File: config.mk
export PLATFORM = sky130hd
export DESIGN_NAME = block_dispatcher
export DESIGN_NICKNAME = d
export VERILOG_FILES = /design/src/rtl/block_dispatcher.sv
export SDC_FILE = /design/constraint.sdc
export NUM_CORES = 1
export LEC_CHECK = 0
export CORE_ASPECT_RATIO = 1.5
export CORE_UTILIZATION = 40
export CTS_CLUSTER_DIAMETER = 30
export DETAILED_ROUTE_END_ITERATION = 7
export SYNTH_ARGS = -nofsm -noshare
export SYNTH_HDL_FRONTEND = slang
export SYNTH_SLANG_ARGS = --single-unit
File: constraint.sdc
create_clock -name clk -period 12.5 [get_ports clk]
set_input_delay 2.5 -clock clk [delete_from_list [all_inputs] [get_ports clk]]
set_output_delay 2.5 -clock clk [all_outputs]
set_load 0.05 [all_outputs]
File: src/rtl/block_dispatcher.sv
// Thread-block dispatcher: captures a kernel launch, deals block IDs round-robin
// to NUM_CORES cores (up to DISPATCH_MAX per cycle), counts completions and
// raises a level done when every block of the kernel has finished.
module block_dispatcher #(
   parameter int NUM_CORES    = 4,
   parameter int DATA_W       = 8,
   parameter int DISPATCH_MAX = 1
) (
   input  logic                              clk,
   input  logic                              reset_n,
   input  logic                              start,
   input  logic                              abort,
   input  logic [DATA_W-1:0]                 num_blocks,
   input  logic [NUM_CORES-1:0]              core_done,
   output logic [NUM_CORES-1:0]              core_start,
   output logic [NUM_CORES-1:0]              core_reset,
   output logic [NUM_CORES-1:0][DATA_W-1:0]  core_block_id,
   output logic [DATA_W-1:0]                 blocks_done,
   output logic                              busy,
   output logic                              done
);

   localparam int PTR_W = (NUM_CORES > 1) ? $clog2(NUM_CORES) : 1;

   typedef enum logic [1:0] {S_IDLE, S_LAUNCH, S_RUN, S_DONE} state_t;

   state_t                            r_state, w_state_nxt;
   logic [DATA_W-1:0]                 r_total, w_total_nxt;
   logic [DATA_W-1:0]                 r_disp, w_disp_nxt;
   logic [DATA_W-1:0]                 r_bd, w_bd_nxt;
   logic [PTR_W-1:0]                  r_rr, w_rr_nxt;
   logic [NUM_CORES-1:0]              r_cs, w_cs_nxt;
   logic [NUM_CORES-1:0]              r_cr, w_cr_nxt;
   logic [NUM_CORES-1:0][DATA_W-1:0]  r_ids, w_ids_nxt;
   logic                              r_busy, w_busy_nxt;
   logic                              r_done, w_done_nxt;

   logic [NUM_CORES-1:0]              w_cmpl;
   logic [DATA_W-1:0]                 w_ncmpl;
   logic [DATA_W-1:0]                 w_bd_sum;
   logic [NUM_CORES-1:0]              w_grant;
   logic [NUM_CORES-1:0][DATA_W-1:0]  w_gid;
   logic [DATA_W:0]                   w_gcnt;
   logic [PTR_W-1:0]                  w_glast;
   logic [PTR_W-1:0]                  w_rr_adv;
   logic [PTR_W:0]                    w_sum;
   logic [PTR_W-1:0]                  w_idx;

   // Completions only count on cores that actually have a block in flight
   always_comb begin
      w_cmpl  = r_cs & core_done;
      w_ncmpl = '0;
      for (int i = 0; i < NUM_CORES; i++)
         w_ncmpl = w_ncmpl + DATA_W'(w_cmpl[i]);
      w_bd_sum = r_bd + w_ncmpl;
   end

   // Round-robin scan from r_rr: grant free cores (reset asserted this cycle) in order,
   // capped by DISPATCH_MAX and by the blocks still left to hand out
   always_comb begin
      w_grant = '0;
      w_gid   = '0;
      w_gcnt  = '0;
      w_glast = r_rr;
      w_sum   = '0;
      w_idx   = '0;
      for (int j = 0; j < NUM_CORES; j++) begin
         w_sum = {1'b0, r_rr} + (PTR_W+1)'(j);
         if (w_sum >= (PTR_W+1)'(NUM_CORES))
            w_sum = w_sum - (PTR_W+1)'(NUM_CORES);
         w_idx = w_sum[PTR_W-1:0];
         if (r_cr[w_idx] && (w_gcnt < (DATA_W+1)'(DISPATCH_MAX)) &&
             (({1'b0, r_disp} + w_gcnt) < {1'b0, r_total})) begin
            w_grant[w_idx] = 1'b1;
            w_gid[w_idx]   = r_disp + w_gcnt[DATA_W-1:0];
            w_gcnt         = w_gcnt + 1'b1;
            w_glast        = w_idx;
         end
      end
      w_rr_adv = (w_glast == PTR_W'(NUM_CORES-1)) ? '0 : w_glast + 1'b1;
   end

   // Next-state and next-output logic; abort overrides every state
   always_comb begin
      w_state_nxt = r_state;
      w_total_nxt = r_total;
      w_disp_nxt  = r_disp;
      w_bd_nxt    = r_bd;
      w_rr_nxt    = r_rr;
      w_cs_nxt    = r_cs;
      w_cr_nxt    = r_cr;
      w_ids_nxt   = r_ids;
      w_busy_nxt  = r_busy;
      w_done_nxt  = r_done;
      if (abort) begin
         w_state_nxt = S_IDLE;
         w_cs_nxt    = '0;
         w_cr_nxt    = '1;
         w_busy_nxt  = 1'b0;
         w_done_nxt  = 1'b0;
      end else begin
         case (r_state)
            S_IDLE: begin
               w_cs_nxt = '0;
               w_cr_nxt = '1;
               if (start) begin
                  w_total_nxt = num_blocks;
                  w_disp_nxt  = '0;
                  w_bd_nxt    = '0;
                  w_busy_nxt  = 1'b1;
                  w_state_nxt = S_LAUNCH;
               end
            end
            S_LAUNCH: begin
               if (r_total == '0) begin
                  w_state_nxt = S_DONE;
                  w_busy_nxt  = 1'b0;
                  w_done_nxt  = 1'b1;
               end else begin
                  w_state_nxt = S_RUN;
               end
            end
            S_RUN: begin
               // A core freed this cycle keeps reset for at least one cycle because
               // grants only look at the registered reset vector
               w_cs_nxt   = (r_cs & ~w_cmpl) | w_grant;
               w_cr_nxt   = (r_cr & ~w_grant) | w_cmpl;
               for (int i = 0; i < NUM_CORES; i++)
                  if (w_grant[i]) w_ids_nxt[i] = w_gid[i];
               w_disp_nxt = r_disp + w_gcnt[DATA_W-1:0];
               if (w_gcnt != '0) w_rr_nxt = w_rr_adv;
               w_bd_nxt   = w_bd_sum;
               if (w_bd_sum == r_total) begin
                  w_state_nxt = S_DONE;
                  w_cs_nxt    = '0;
                  w_cr_nxt    = '1;
                  w_busy_nxt  = 1'b0;
                  w_done_nxt  = 1'b1;
               end
            end
            S_DONE: begin
               // Level start must drop before another kernel can be accepted
               if (!start) begin
                  w_state_nxt = S_IDLE;
                  w_done_nxt  = 1'b0;
               end
            end
            default: w_state_nxt = S_IDLE;
         endcase
      end
   end

   // State and output registers
   always_ff @(posedge clk or negedge reset_n) begin
      if (!reset_n) begin
         r_state <= S_IDLE;
         r_total <= '0;
         r_disp  <= '0;
         r_bd    <= '0;
         r_rr    <= '0;
         r_cs    <= '0;
         r_cr    <= '1;
         r_ids   <= '0;
         r_busy  <= 1'b0;
         r_done  <= 1'b0;
      end else begin
         r_state <= w_state_nxt;
         r_total <= w_total_nxt;
         r_disp  <= w_disp_nxt;
         r_bd    <= w_bd_nxt;
         r_rr    <= w_rr_nxt;
         r_cs    <= w_cs_nxt;
         r_cr    <= w_cr_nxt;
         r_ids   <= w_ids_nxt;
         r_busy  <= w_busy_nxt;
         r_done  <= w_done_nxt;
      end
   end

   assign core_start    = r_cs;
   assign core_reset    = r_cr;
   assign core_block_id = r_ids;
   assign blocks_done   = r_bd;
   assign busy          = r_busy;
   assign done          = r_done;

endmodule

==> metrics.cfg, run 1 <==
[run_status]
status = complete, no violations

[worst_setup_path]
critPathMaxStageDelay_ns = 0.73
crit_fanout = 10
timing.rr.start = r_total[6]
critPathKind = flip-flop to flip-flop
slowest_stage = fa_1
rr_worst_depth = 51
rrSetupSlack_ns = 0.77
startpoint_type = flip-flop
crit_path_frequent_cell = ha_1
r2r_end = r_disp[6]
cp.arrival_ns = 11.96
critPathCaptureType = flip-flop
cp.required_ns = 12.73

[timing]
period_share_pct = 93.9
finalMaxSlewViolations = 0
max_freq_mhz = 85.2
tns_ns = 0
finalSetupViolCount = 0
slew_headroom_pct = 37.9
finalClockSkew_ns = 0.00705
min_period_ns = 11.73
rsz0062_at_grt = no
worst_pin_slew_ns = 0.931
hold_slack_ns = 0.475
finalHoldViolCount = 0
fin_ws_ns = 0.766

[die]
dieArea_um2 = 16100
core_um2 = 15100
rows = 55
die_w_um = 104
start_util_pct = 41.2
die_height_um = 155
io_pins = 66

[synthesis]
synthCells = 699
ys_seq_elements = 70
yosysWarnings = 0
synth_cell_types = 70
yosys.area_share.simple_pct = 17.0
synth-main-ff-cell = dfrtp_1
synth-adder-area-share_pct = 13.3
synth-seq-area-share_pct = 28.2
syn_nets = 777
synth_top_family_by_area = compound AO/OA/AOI/OAI gates
yosys.area_share.xor_xnor_pct = 5.34
synth_edf_count = 0
synth_compound_area_share_pct = 26.0
muxShareOfSynthArea_pct = 3.75
async_flop_share_pct = 100
syn_area_per_cell_um2 = 8.92
synth_area_um2 = 6240

[layout]
layout.nets = 837
post-route-cell-area_um2 = 7430
diodes = 0
layout.cells.non_filler = 963
fillCellCount = 1471
multi_input_area_um2 = 4120
area_delta_synth_final_pct = 19.1
seq_area_um2 = 1760
final_layout_size_suffix_gt1_share_pct = 12.3

[route]
routed_wl_um = 22100
wire_per_inst_um = 22.9
drtIter0Drc = 397
antenna_left = 0
via_per_inst = 6.11
drc = 0
dr_total_vias = 5885
firstDrtPassIters = 8

[clocking]
cts_tree = done
clock-root-buffer = clkbuf_16
cts_htree_levels = 3
cts_buffers = 9
clk_pin_slew_ns = 0.06
clk_latency_ns = 0.35
clk_path_buf_depth = 2
cts.sinks = 70

[grt]
grt_pass1_wl_um = 35200
antenna_found_initial = 0
grt_pass1_vias = 6137
grt_overflow = 0
grt_max_degree = 71
grt_usage_pct = 28.8

[placed_design]
dp.final_hpwl_um = 16500
placed_cells = 946
port_buffers = 65
place_ws_ns = 0.540
gp_routability_congestion = 0.993
place_area_um2 = 7090

[pwr]
clockPowerShare_pct = 13.5
power.switching_mw = 1.08
p_comb_share_pct = 68.4
pwr_density_cell_nw_per_um2 = 270
ir_worst_vdd_mv = 0.121
switching_share_pct = 53.8
internal_power_mw = 0.925
leakagePower_nw = 3.27
sequentialPowerShare_pct = 18.1

[worst_hold_path]
hp-start = core_block_id[0]
holdPathStages = 1
hold_class = flip-flop to flip-flop
whs_endpoint = core_block_id[0]

[run]
max_cap_viol_count = 0

[cells by family after synthesis]
group	count (synthesis)
other	1
adder cells (fa/ha/maj)	62
buffers and inverters	83
AND/OR/NAND/NOR	209
multiplexers	19
flip-flops	70
AO/OA/AOI/OAI	217
XOR/XNOR	38
[per-layer routing]
layer  wire length, um  track usage (%)  up-vias
li1                  -                -     2705
met1              8480             32.8     2861
met2             11200             50.7      249
met3              1160             4.27       70
met4              1280             17.4        0
met5                 0                0        -
[state kept, by name, indices dropped and copies added (netlist names)]
register       flops
core_reset         4
blocks_done        8
r_total            8
r_rr               2
busy               1
core_block_id     32
done               1
r_disp             8
r_state            2
core_start         4
[per-stage QoR]
step	util [%]	power, mW
after floorplan	-	1.25
after CTS	48.8	1.99
after global routing	49.1	2.13
after detailed placement	46.8	1.71
final	49.1	2.01
after global placement	46.8	1.69
[timing repair]
action,in CTS,in global routing
endpoints found under the setup margin,0,5
setup buffers,0,1
gates resized for setup,0,5
hold buffers,0,0
[power groups by stage]
stage               registers [mW]  logic (mW)  clock network [mW]
floorplan                    0.504       0.747                   0
detailed placement           0.368        1.34                   0
global route                 0.375        1.47               0.283
global placement             0.365        1.33                   0
CTS                          0.364        1.35               0.274
finish                       0.363        1.37               0.270
[cells in the mapped netlist, drive strengths merged, types with 18 or more instances]
| cell | instances | area, um2 |
|---|---|---|
| o21ai | 30 | 158 |
| nand3 | 24 | 125 |
| inv | 39 | 149 |
| xnor2 | 23 | 201 |
| a22o | 20 | 175 |
| a21oi | 50 | 250 |
| ha | 55 | 688 |
| a222oi | 20 | 200 |
| a21o | 18 | 135 |
| dfrtp | 66 | 1650 |
| buf | 29 | 194 |
| nand2 | 72 | 270 |
| nor2 | 44 | 195 |
[worst max-delay path: cells and delay by family (launching register included)]
kind                       cells  cell delay (ns)
AOI/OAI and AO/OA             16             3.28
xor gates and xnor gates       4             1.15
adders and majority gates     11             3.68
buffers and inverters          7             0.91
DFF                            1             0.39
muxes                          1             0.27
and+or+nand+nor               12             1.90
[worst max-delay path by stage]
stage	startpoint	end	slack (ns)	cells after the start
final	r_total[6]	r_disp[6]	0.77	51
after detailed placement	r_total[5]	r_disp[6]	0.54	51
after global routing	r_total[6]	r_disp[6]	0.03	51
after global placement	r_total[3]	r_disp[6]	0.80	51
after CTS	r_total[3]	r_disp[6]	0.49	51
after floorplan	r_disp[1]	r_disp[7]	1.93	50
[cells in the final DEF, fill, tap and decap left out, drive strengths merged, types with 5 or more instances in the layout]
cell,synthesis,final
nand2,72,72
dfrtp,66,66
clkdlybuf4s50,0,64
ha,55,55
a21oi,50,50
nor2,44,44
inv,39,41
o21ai,30,30
buf,29,29
nand3,24,24
xnor2,23,23
a222oi,20,20
a22o,20,20
a21o,18,18
a211oi,15,15
xor2,15,15
mux2,15,15
a221oi,12,12
nor2b,11,11
and3,11,11
nand2b,10,10
a31oi,10,10
clkbuf,15,9
nand4,9,9
fa,7,7
and2,5,5
nor3,5,5
nor3b,5,5
[cell type report]
class,count,area share (%)
clock inverters,7,0.977
repair buffers,93,11.6
flip-flops and latches,70,23.6
inverters,39,2.00
multi-input cells,546,55.4
clock buffers,9,3.03
well taps,199,3.35
Power figures use the tool's default switching activity.
==> run 2, diff against run 1 <==
- DONT_BUFFER_PORTS: unset -> 1
==> run 2 against run 1 <==
Cell area shrank 8.9%. Sequential power grew 43%. Die area is the same. Register-to-register slack gained 0.05 ns. Hold slack gained 0.086 ns. Sequential share of layout area grew 2.3 points.
==> metrics.cfg, run 2 (same netlist as run 1, synthesis figures left out) <==
[layout]
layout.cells.non_filler = 898
fillCellCount = 1485
final_common_cell = nand2_1
final_cell_mix = nand2_1 (72), dfrtp_1 (66), ha_1 (54)
final_core_util_pct = 44.7
layout.nets = 772
final_layout_size_suffix_gt1_share_pct = 12.6
area_delta_synth_final_pct = 8.57
largest_reg_flops = 32

[route]
dr_total_vias = 5646
firstDrtPassIters = 6
via_per_inst = 6.29
routed_wl_um = 21600
drc = 0
antenna_left = 0
drtIter0Drc = 455
wire_per_inst_um = 24.1

[worst_setup_path]
cp.required_ns = 12.71
path_delay_family = adder cells
critPathCaptureType = flip-flop
cp.arrival_ns = 11.90
path_buf_inv = 6
crit_fanout = 10
startpoint_type = flip-flop
crit_path_frequent_cell = ha_1
slowest_stage = fa_1
critPathKind = flip-flop to flip-flop
critPathMaxStageDelay_ns = 0.71

[timing]
slew_headroom_pct = 49.4
finalSetupViolCount = 0
finalMaxSlewViolations = 0
max_freq_mhz = 85.6
hold_slack_ns = 0.561
period_share_pct = 93.5
tns_ns = 0
min_period_ns = 11.69
finalHoldViolCount = 0
rsz0062_at_grt = no
finalClockSkew_ns = 0.0103
worst_pin_slew_ns = 0.754

[clocking]
postCtsSetupRepairBufs = 0
cts_buffers = 9
clock-root-buffer = clkbuf_16
clk_path_buf_depth = 2
cts_tree = done
clk_latency_ns = 0.34
cts_htree_levels = 3
clk_pin_slew_ns = 0.06
cts.sinks = 70

[grt]
grt_pass1_wl_um = 33300
grt_overflow = 0
grt_max_degree = 71
grt_pass1_vias = 5677
antenna_found_initial = 1
grt_usage_pct = 27.4

[pwr]
p_comb_share_pct = 58.4
ir_worst_vdd_mv = 0.138
clockPowerShare_pct = 14.6
sequentialPowerShare_pct = 27.0
leakagePower_nw = 3.02
pwr_density_cell_nw_per_um2 = 284
internal_power_mw = 0.882
switching_share_pct = 54.2
power.switching_mw = 1.04

[die]
dieArea_um2 = 16100
io_pins = 66
core_um2 = 15100
rows = 55
die_height_um = 155
start_util_pct = 41.2
die_w_um = 104

[run_status]
status = complete, no violations

[placed_design]
placed_cells = 882
gp_routability_congestion = 0.918
port_buffers = 0
dp.final_hpwl_um = 16400

[run]
max_cap_viol_count = 0

[worst_hold_path]
hold_class = flip-flop to flip-flop

## run 2: cell count changes in the layout (fill, tap and decap cells not counted)
cell and delta:
buf_4 -1, bufinv_16 +1, clkbuf_1 +1, clkdlybuf4s50_1 -64, clkinv_2 -2, diode_2 +1, ha_1 -1, ha_2 +1
inv_6 -1, xnor2_1 +2, xnor2_2 -2, xor2_1 +2, xor2_2 -2
## run 2: routing by layer
| layer | GRT usage (%) | vias up | share of wire, % |
|---|---|---|---|
| met5 | 0 | - | 0 |
| met4 | 16.3 | 0 | 5.8 |
| met3 | 4.40 | 80 | 5.7 |
| met2 | 48.6 | 232 | 51 |
| met1 | 30.7 | 2761 | 38 |
| li1 | - | 2573 | - |
## run 2: power by group through the flow
stage	logic [mW]	registers (mW)	clock network, mW
floorplan	0.747	0.504	0
global placement	1.09	0.523	0
detailed placement	1.10	0.526	0
CTS	1.10	0.521	0.287
global route	1.21	0.531	0.297
finish	1.12	0.520	0.281
## run 2: per-stage QoR
stage          total power, mW  instance area (um2)  worst slack, ns
6_report                  1.93                 6770            0.812
5_1_grt                   2.04                 6770           0.0803
4_1_cts                   1.91                 6760            0.669
3_5_place_dp              1.62                 6440            0.731
3_3_place_gp              1.61                 6440            0.942
2_1_floorplan             1.25                 6240             1.93
## run 2: timing repair
| action | CTS | global route |
|---|---|---|
| gates resized for setup | 0 | 2 |
| endpoints found under the hold margin | 0 | 0 |
| setup endpoints to repair | 0 | 5 |
| hold buffers | 0 | 0 |
## run 2: final timing paths
path | slack [ns] | cells past startpoint | startpoint | endpoint
setup / recovery | 0.81 | 50 | r_total[6] | r_disp[6]
hold / removal | 0.56 | 1 | r_total[6] | r_total[6]
setup reg to reg | 0.81 | 50 | r_total[6] | r_disp[6]
hold reg to reg | 0.56 | 1 | r_total[6] | r_total[6]
max in group asynchronous | 10.39 | 0 | reset_n | core_reset[0]
min in group asynchronous | 1.86 | 0 | reset_n | core_block_id[3]
## run 2: worst register-to-register path: cells and delay by family, from the launching register on
| family | cells | cell delay [ns] |
|---|---|---|
| AO/OA/AOI/OAI | 15 | 3.15 |
| XOR/XNOR | 4 | 1.13 |
| buffers and inverters | 6 | 0.79 |
| AND/OR/NAND/NOR | 12 | 1.61 |
| adder cells (fa/ha/maj) | 12 | 4.25 |
| flip-flops | 1 | 0.40 |
| multiplexers | 1 | 0.27 |
## run 2: cell type report
cell class                 count  area [um2]  area share, %
multi-input combinational    546        4090           60.4
sequential                    70        1760           25.9
tap                          199         249           3.68
clock buffer                  10         229           3.38
timing repair buffer          28         210           3.10
inverter                      39         149           2.20
clock inverter                 5        83.8           1.24
antenna                        1        2.50         0.0370
==> run 3, diff against run 2 <==
- SKIP_CTS_REPAIR_TIMING: unset -> 1
- SKIP_LAST_GASP: unset -> 1
==> results of run 3 <==
Final layout, timing and power as in run 2 (identical DEF).
